--- src/rtl/uop_arb_pkg.sv ---
// Shared types and defaults for the round-robin arbiter.
package uop_arb_pkg;

    typedef enum logic {IDLE, GRANT} arb_state_t;

    localparam int MAX_HOLD_DEFAULT = 8;

endpackage

--- src/rtl/uop_rr_pick.sv ---
// Rotating-priority search: first set request at or after ptr, wrapping N-1 -> 0.
module uop_rr_pick #(
    parameter int N = 4,
    localparam int IDW = (N > 1) ? $clog2(N) : 1
) (
    input  logic [N-1:0]   req,
    input  logic [IDW-1:0] ptr,
    output logic           valid,
    output logic [IDW-1:0] idx
);

    logic [2*N-1:0] w_dbl;
    logic [N-1:0]   w_rot;
    logic [IDW-1:0] w_off;
    logic [IDW:0]   w_sum;

    // Doubling the vector turns the wrap-around rotate into a plain slice.
    assign w_dbl = {req, req};

    always_comb begin
        w_rot = '0;
        for (int i = 0; i < N; i++) begin
            w_rot[i] = w_dbl[int'(ptr) + i];
        end
    end

    always_comb begin
        w_off = '0;
        valid = 1'b0;
        for (int i = N - 1; i >= 0; i--) begin
            if (w_rot[i]) begin
                w_off = IDW'(i);
                valid = 1'b1;
            end
        end
    end

    assign w_sum = {1'b0, ptr} + {1'b0, w_off};
    assign idx   = (w_sum >= (IDW+1)'(N)) ? IDW'(w_sum - (IDW+1)'(N)) : w_sum[IDW-1:0];

endmodule

--- src/rtl/uop_rr_arbiter.sv ---
// Round-robin arbiter with registered one-hot grant, hold limit and turnaround gap.
module uop_rr_arbiter
    import uop_arb_pkg::*;
#(
    parameter int N        = 4,
    parameter int MAX_HOLD = MAX_HOLD_DEFAULT,
    localparam int IDW     = (N > 1) ? $clog2(N) : 1
) (
    input  logic           clk,
    input  logic           n_reset,
    input  logic [N-1:0]   req,
    output logic [N-1:0]   gnt,
    output logic [IDW-1:0] gnt_id,
    output logic           busy,
    output logic           timeout
);

    localparam int CW = $clog2(MAX_HOLD);
    localparam logic [CW-1:0]  HOLD_LAST = CW'(MAX_HOLD - 1);
    localparam logic [IDW-1:0] LAST_ID   = IDW'(N - 1);

    arb_state_t     r_state;
    logic [N-1:0]   r_gnt;
    logic [IDW-1:0] r_gnt_id;
    logic [IDW-1:0] r_ptr;
    logic [CW-1:0]  r_hold;
    logic           r_timeout;

    logic           w_valid;
    logic [IDW-1:0] w_idx;
    logic [IDW-1:0] w_next_ptr;
    logic           w_owner_req;

    uop_rr_pick #(.N(N)) u_pick (
        .req   (req),
        .ptr   (r_ptr),
        .valid (w_valid),
        .idx   (w_idx)
    );

    assign w_owner_req = req[r_gnt_id];
    assign w_next_ptr  = (r_gnt_id == LAST_ID) ? '0 : r_gnt_id + IDW'(1);

    // Every release returns to IDLE, which guarantees the one-cycle gap and
    // moves the pointer past the old owner so it loses priority.
    always_ff @(posedge clk or negedge n_reset) begin
        if (!n_reset) begin
            r_state   <= IDLE;
            r_gnt     <= '0;
            r_gnt_id  <= '0;
            r_ptr     <= '0;
            r_hold    <= '0;
            r_timeout <= 1'b0;
        end else begin
            case (r_state)
                IDLE: begin
                    r_timeout <= 1'b0;
                    if (w_valid) begin
                        r_gnt    <= N'(1) << w_idx;
                        r_gnt_id <= w_idx;
                        r_hold   <= '0;
                        r_state  <= GRANT;
                    end
                end
                GRANT: begin
                    if (!w_owner_req || (r_hold == HOLD_LAST)) begin
                        r_gnt     <= '0;
                        r_gnt_id  <= '0;
                        r_ptr     <= w_next_ptr;
                        r_timeout <= w_owner_req;
                        r_state   <= IDLE;
                    end else begin
                        r_hold <= r_hold + CW'(1);
                    end
                end
                default: begin
                    r_state <= IDLE;
                end
            endcase
        end
    end

    assign gnt     = r_gnt;
    assign gnt_id  = r_gnt_id;
    assign busy    = |r_gnt;
    assign timeout = r_timeout;

endmodule

--- config.mk ---
export PLATFORM = sky130hd
export DESIGN_NAME = uop_rr_arbiter
export DESIGN_NICKNAME = d
export VERILOG_FILES = /design/src/rtl/uop_arb_pkg.sv /design/src/rtl/uop_rr_pick.sv /design/src/rtl/uop_rr_arbiter.sv
export SDC_FILE = /design/constraint.sdc
export NUM_CORES = 1
export LEC_CHECK = 0
export BUFFER_PORTS_ARGS = -buffer_cell sky130_fd_sc_hd__buf_2
export CORE_UTILIZATION = 48
export DETAILED_ROUTE_END_ITERATION = 8
export GPL_ROUTABILITY_DRIVEN = 1
export HOLD_SLACK_MARGIN = 0.1
export PLACE_DENSITY = 0.73
export SLEW_MARGIN = 25
export SYNTH_ARGS = -nofsm -noshare
export SYNTH_HDL_FRONTEND = slang
export SYNTH_SLANG_ARGS = --single-unit
--- constraint.sdc ---
create_clock -name clk -period 2.57 [get_ports clk]
set_clock_uncertainty 0.15 [all_clocks]
set_input_delay 0.6425 -clock clk [delete_from_list [all_inputs] [get_ports clk]]
set_output_delay 0.6425 -clock clk [all_outputs]
set_load 0.01 [all_outputs]
; Yosys cells after proc, flatten, opt, wreduce, memory -nomap -nowiden
; Cells that the tools add are included.
[totals]
ff_bits = 13
input_bits = 6
[op_classes]
n_reduce_logical = 6
eq_ne = 5
bitwise = 1
mux = 37
shift = 1
add_sub_neg = 7
order_cmp = 6
[ops]
columns = cell, n
row1 = $lt A32 B5 Y1 const B, 3
row2 = $mux W2, 8
row3 = $mux W1, 15
row4 = $bmux W1 S3, 3
row5 = $mux W4, 2
row6 = $pmux W4 S2, 1
row7 = $add A2 B2 Y3 const B, 2
row8 = $mux W3, 2
row9 = $pmux W3 S2, 1
row10 = $reduce_and A2 Y1, 3
row11 = $bmux W1 S2, 2
row12 = $lt A2 B4 Y1 const B, 1
row13 = $ne A2 B1 Y1 const B, 2
row14 = $pmux W1 S2, 2
row15 = $pmux W2 S2, 1
row16 = $reduce_or A4 Y1, 1
row17 = $shl A1 B2 Y4 const A, 1
row18 = $add A2 B1 Y3 const B, 1
row19 = $add A2 B2 Y3, 1
row20 = $add A3 B1 Y3 const B, 1
row21 = $eq A3 B3 Y1 const B, 1
row22 = $ge A3 B3 Y1 const B, 1
row23 = $lt A2 B3 Y1 const B, 1
row24 = $add A2 B1 Y2 const B, 1
row25 = other kinds (6), 6

; Longest topological paths before layout
[depth]
word_depth = 14
ltp_mapped = 9
mapped_depth_nobuf = 9

; Cells and area by module
; Synthesis repeated with hierarchy kept, for this count alone.
[hier_totals]
hier_cells = 89
hier_area_um2 = 938.4
[by_module_without_submodules]
columns = module, area_each_um2, instances, cells_per_inst, seq_area_each_um2
row1 = uop_rr_arbiter, 765.7, 1, 74, 325.3
row2 = uop_rr_pick, 172.7, 1, 15, 0.0

; Worst setup path after synthesis
; OpenSTA, ideal clock, no wires.
[synth_path]
path_type = input to register
startpoint = in req[2]
endpoint = reg r_gnt[2], in the netlist gnt[2]
setup_slack_ns = 0.010
t_arrival_ns = 2.345
path_buffers = 0
cell_stages = 8
setup_ns = 0.065
cell_sequence = mux4_1 > a21oi_1 > nor2_1 > ha_1 > xor2_1 > nand2b_1 > o31ai_1 > a22o_2
[synth_via]
elab_chain_cells = 13
[synth_lines]
columns = item, line
row1 = from (decl), uop_rr_arbiter.sv:11  ; input logic [N-1:0] req,
row2 = $bmux W1 S3, uop_rr_pick.sv:23  ; w_rot[i] = w_dbl[int'(ptr) + i];
row3 = $mux W1 (not written as such) (2 in a row), uop_rr_pick.sv:23
row4 = $mux W2 (4 in a row), uop_rr_pick.sv:31  ; if (w_rot[i]) begin
row5 = $add A2 B2 Y3, uop_rr_pick.sv:38  ; assign w_sum = {1'b0, ptr} + {1'b0, w_off};
row6 = $ge A3 B3 Y1 or $sub A2 B1 Y2 (tied branches), uop_rr_pick.sv:39  ; assign idx = (w_sum >= (IDW+1)'(N)) ? IDW'(w_sum - (IDW+1)'(N)) : w_sum[IDW-1:0];
row7 = $mux W2, uop_rr_pick.sv:39
row8 = $shl A1 B2 Y4, uop_rr_arbiter.sv:59  ; r_gnt <= N'(1) << w_idx;
row9 = $mux W4, uop_rr_arbiter.sv:58  ; if (w_valid) begin
row10 = $pmux W4 S2, uop_rr_arbiter.sv:55  ; case (r_state)
row11 = to (signal assigned), uop_rr_arbiter.sv:59
row12 = to (decl), uop_rr_arbiter.sv:23  ; logic [N-1:0] r_gnt;
; Several ways; a longest one is shown, not always the timed one. The select of a mux whose other input is x is not followed.
; A chain may end at the register's enable or synchronous reset.

; Worst setup path in the final report
[layout_path]
startpoint = reg r_ptr[0]
endpoint = reg r_gnt[2], in the netlist gnt[2]
[layout_via]
elab_chain_cells = 14
[layout_lines]
columns = item, line
row1 = from (decl), uop_rr_arbiter.sv:25  ; logic [IDW-1:0] r_ptr;
row2 = from (signal assigned), uop_rr_arbiter.sv:69  ; r_ptr <= w_next_ptr;
row3 = $add A2 B2 Y3, uop_rr_pick.sv:23
row4 = $bmux W1 S3, uop_rr_pick.sv:23
row5 = $mux W1 (not written as such) (2 in a row), uop_rr_pick.sv:23
row6 = $mux W2 (4 in a row), uop_rr_pick.sv:31
row7 = $add A2 B2 Y3, uop_rr_pick.sv:38
row8 = $ge A3 B3 Y1 or $sub A2 B1 Y2 (tied branches), uop_rr_pick.sv:39
row9 = $mux W2, uop_rr_pick.sv:39
row10 = $shl A1 B2 Y4, uop_rr_arbiter.sv:59
row11 = $mux W4, uop_rr_arbiter.sv:58
row12 = $pmux W4 S2, uop_rr_arbiter.sv:55
; Several ways; a longest one is shown, not always the timed one. The select of a mux whose other input is x is not followed.

==> tab_implementation.tex <==
\begin{tabular}{lr}
\hline
Metric & Value \\
\hline
\multicolumn{2}{l}{\textbf{STA}} \\
Slew HR & 0.7809 \\
Top achievable clock speed & 404.7 MHz \\
WHS & 379.6 ps \\
Setup repair after global routing missed its margin & yes \\
Final period util & 0.9614 \\
Final setup slack of the worst path & 99.32 ps \\
Setup-failing EPs final & 0 \\
Fin. Hold Viols & 0 \\
Number of pins exceeding their max-slew limit in the final report & 0 \\
Slew at the pin closest to its max-slew limit & 327.4 ps \\
Final worst path period need & 2471 ps \\
\multicolumn{2}{l}{\textbf{Clock network}} \\
Number of sinks on the clock net & 13 \\
Cts bufs inserted & 3 \\
Reg clk slew, reported paths & 80 ps \\
Number of buffers on the longest clock path & 2 \\
Cell at the root of the clock tree & clkbuf\_4 \\
Clock latency on the worst-skew pair & 280 ps \\
H-tree depth reported by CTS & 1 \\
TritonCTS clock tree & done \\
\multicolumn{2}{l}{\textbf{Routing}} \\
ANT nets after route & 0 \\
Overall via count from detail\_route & 657 \\
Total DRC errors in the routed layout & 0 \\
Routed wire per std cell & 14.44 um \\
Ratio of routed vias to standard cells & 5.866 \\
Number of search-and-repair iterations in the first detailed-routing pass & 4 \\
Violation count after the first detailed-route iteration & 26 \\
Final Routed Wirelength & 1617 um \\
\multicolumn{2}{l}{\textbf{Logic synthesis}} \\
Leading area contributor after synthesis & dfrtp\_1 \\
Post-synthesis mux area share & 0.1892 \\
Synth Warn \# & 0 \\
Most used standard cells in the synthesized netlist & dfrtp\_1 (13), nand2\_1 (7), nor2\_1 (7) \\
Synth unique cells & 27 \\
Number of storage elements in the synthesis netlist & 13 \\
Number of flops mapped to enable cells by yosys & 0 \\
Total standard cell area after synthesis & 813.3 sq um \\
Net Count, Synth & 77 \\
Portion of the post-synthesis area used by sequential elements & 0.4000 \\
Post-synthesis async set-or-reset flop share & 1.000 \\
Top cells by area, synth & dfrtp\_1 (40\%), mux4\_2 (8.3\%), ha\_1 (7.7\%) \\
Dominant combinational cell family by area after synthesis & multiplexers \\
Top-area cell type share of the netlist area & 0.4000 \\
Basic-gate share of the synthesized area counting and, or, nand and nor cells & 0.1446 \\
Adder-cell area share of the yosys netlist & 0.07692 \\
Top\_reg\_cell synth & dfrtp\_1 \\
Average cell area after synthesis & 12.32 sq um \\
Synth Area in Compound Gates & 0.1600 \\
Cell with the most instances after synthesis & dfrtp\_1 \\
Xor/xnor share of the synthesized area & 0.01077 \\
Number of standard cells after synthesis & 66 \\
\multicolumn{2}{l}{\textbf{Worst hold path}} \\
Path class of the lowest-slack min-delay path & flop to flop \\
Min-delay src & r\_hold[0] \\
\multicolumn{2}{l}{\textbf{Layout}} \\
Share of final-layout standard cells stronger than drive strength 1 & 0.5104 \\
Area growth syn-to-layout & 30.15\% \\
Number of nets in the layout & 108 \\
Count of antenna diodes in the layout & 0 \\
Number of filler cells placed in the layout & 134 \\
\multicolumn{2}{l}{\textbf{Die}} \\
DIE HEIGHT & 43.16 um \\
Initial core utilization & 0.5276 \\
Core box area & 1541 sq um \\
Horizontal extent of the die & 43.16 um \\
Die ar. & 1863 sq um \\
Number of placement rows & 14 \\
I/O pin count & 14 \\
\multicolumn{2}{l}{\textbf{Worst setup path}} \\
Crit Reg-Reg Endpoint & gnt[2] \\
Worst setup slack for register-to-register paths & 100 ps \\
Worst setup path endpoint & gnt[2] \\
Kind of critical path & flop to flop \\
Startpoint class of the critical path & flop \\
Maximum net fanout on the critical path & 5 \\
Beginning of the critical path & r\_ptr[0] \\
Worst reg2reg path startpoint & r\_ptr[0] \\
Number of cells on the worst reg-to-reg path & 10 \\
Critical path required time & 2600 ps \\
Critical Path Sink Type & flop \\
Arrival time of the worst setup path & 2500 ps \\
\multicolumn{2}{l}{\textbf{Power and ir drop}} \\
Leakage power & 0.5154 nW \\
Peak VDD IR & 0.0007310 V \\
PwrDens & 1446 nW/um\^{}2 \\
Total power & 1.530 mW \\
\multicolumn{2}{l}{\textbf{GRT}} \\
Total global-route track usage & 0.1965 \\
Remaining global-route overflow & 0 \\
First-pass GRT wire length & 2718 um \\
Number of global-route vias before repair & 613 \\
Initial antenna violation count & 0 \\
Pin count of the biggest net entering global routing & 14 \\
\multicolumn{2}{l}{\textbf{Run}} \\
Count of max-cap constraint violations & 0 \\
\multicolumn{2}{l}{\textbf{Place}} \\
Number of port buffers & 13 \\
Routability congestion estimate from global placement & 0.7436 \\
Detailed-placement wirelength estimate & 1184 um \\
Setup WS pre-CTS & -185.8 ps \\
\multicolumn{2}{l}{\textbf{Run status}} \\
Outcome & complete, no violations \\
\hline
\end{tabular}
[logic make-up after synthesis]
kind of cell / count (synthesis)
buffers and inverters: 4
muxes: 7
and+or+nand+nor: 22
xor gates and xnor gates: 1
DFF: 13
adders and majority gates: 5
AOI/OAI and AO/OA: 14
[cell type report]
| class | instances | area, sq um | area share |
|---|---|---|---|
| Clock buffer | 4 | 26.28 | 0.02482 |
| Timing Repair Buffer | 26 | 165.2 | 0.1560 |
| Multi-Input combinational cell | 49 | 504.2 | 0.4764 |
| Tap cell | 16 | 20.02 | 0.01891 |
| Inverter | 4 | 15.01 | 0.01418 |
| Sequential cell | 13 | 327.8 | 0.3097 |
[registers in the layout (all words and copies together) (netlist names)]
name / count
gnt: 4
gnt_id: 2
r_hold: 3
r_ptr: 2
r_state: 1
timeout: 1
[worst min path at each step]
stage | to | slack (ps) | cells after the start
2_1_floorplan | gnt[0] | 200 | 0
3_3_place_gp | timeout | 330 | 2
3_5_place_dp | timeout | 340 | 2
4_1_cts | timeout | 360 | 2
5_1_grt | gnt[2] | 400 | 1
6_report | r_hold[0] | 380 | 1
[layer usage]
layer	routed length [um]	share of wire	up-vias	track usage
met3	67	0.041	4	0.06383
met5	0	0	-	0
met1	710	0.44	318	0.2603
met2	812	0.50	18	0.3075
li1	-	-	317	-
met4	26	0.016	0	0.05455
[layout by cell type, fill, tap and decap left out, types with 2 or more instances in the layout]
master and instances:
dfrtp_1 11, inv_1 4, buf_4 12, mux4_2 4, clkbuf_4 3, dfrtp_2 2, a221o_2 2, ha_1 3
o2bb2ai_1 2, nor2_1 7, buf_2 13, nor4_1 2, nand2_1 7, a22o_2 2
[worst max-delay path, stage by stage, from the launching register on]
cell,delay (ps)
dfrtp_2,460
ha_4,290
mux4_2,310
a21oi_2,150
nor2_1,50
ha_2,160
xor2_1,140
buf_4,130
o211ai_1,150
o31ai_4,130
a22o_2,220
[power by group]
part           leakage, nW  switching, mW  internal, mW
clock network       0.0150         0.0674        0.0603
registers            0.165         0.0855         0.291
logic                0.335          0.466         0.561
total                0.515          0.619         0.912
[repair_timing]
action                                  in CTS  in global routing
endpoints found under the setup margin       2                  5
hold buffers                                 1                  0
gates resized for setup                      1                  8
pin swaps                                    0                  2
setup buffers                                0                  2
endpoints found under the hold margin       13                  0
[through the flow]
stage	cells	setup TNS, ps	instance area [sq um]	utilization
final	112	0	1059	0.6867
after global routing	112	-5.748	1059	0.6867
after CTS	110	0	1015	0.6583
after detailed placement	105	-672.9	973.4	0.6315
after global placement	105	-499.9	973.4	0.6315
after floorplan	66	0	813.3	-
Power figures use the tool's default switching activity.
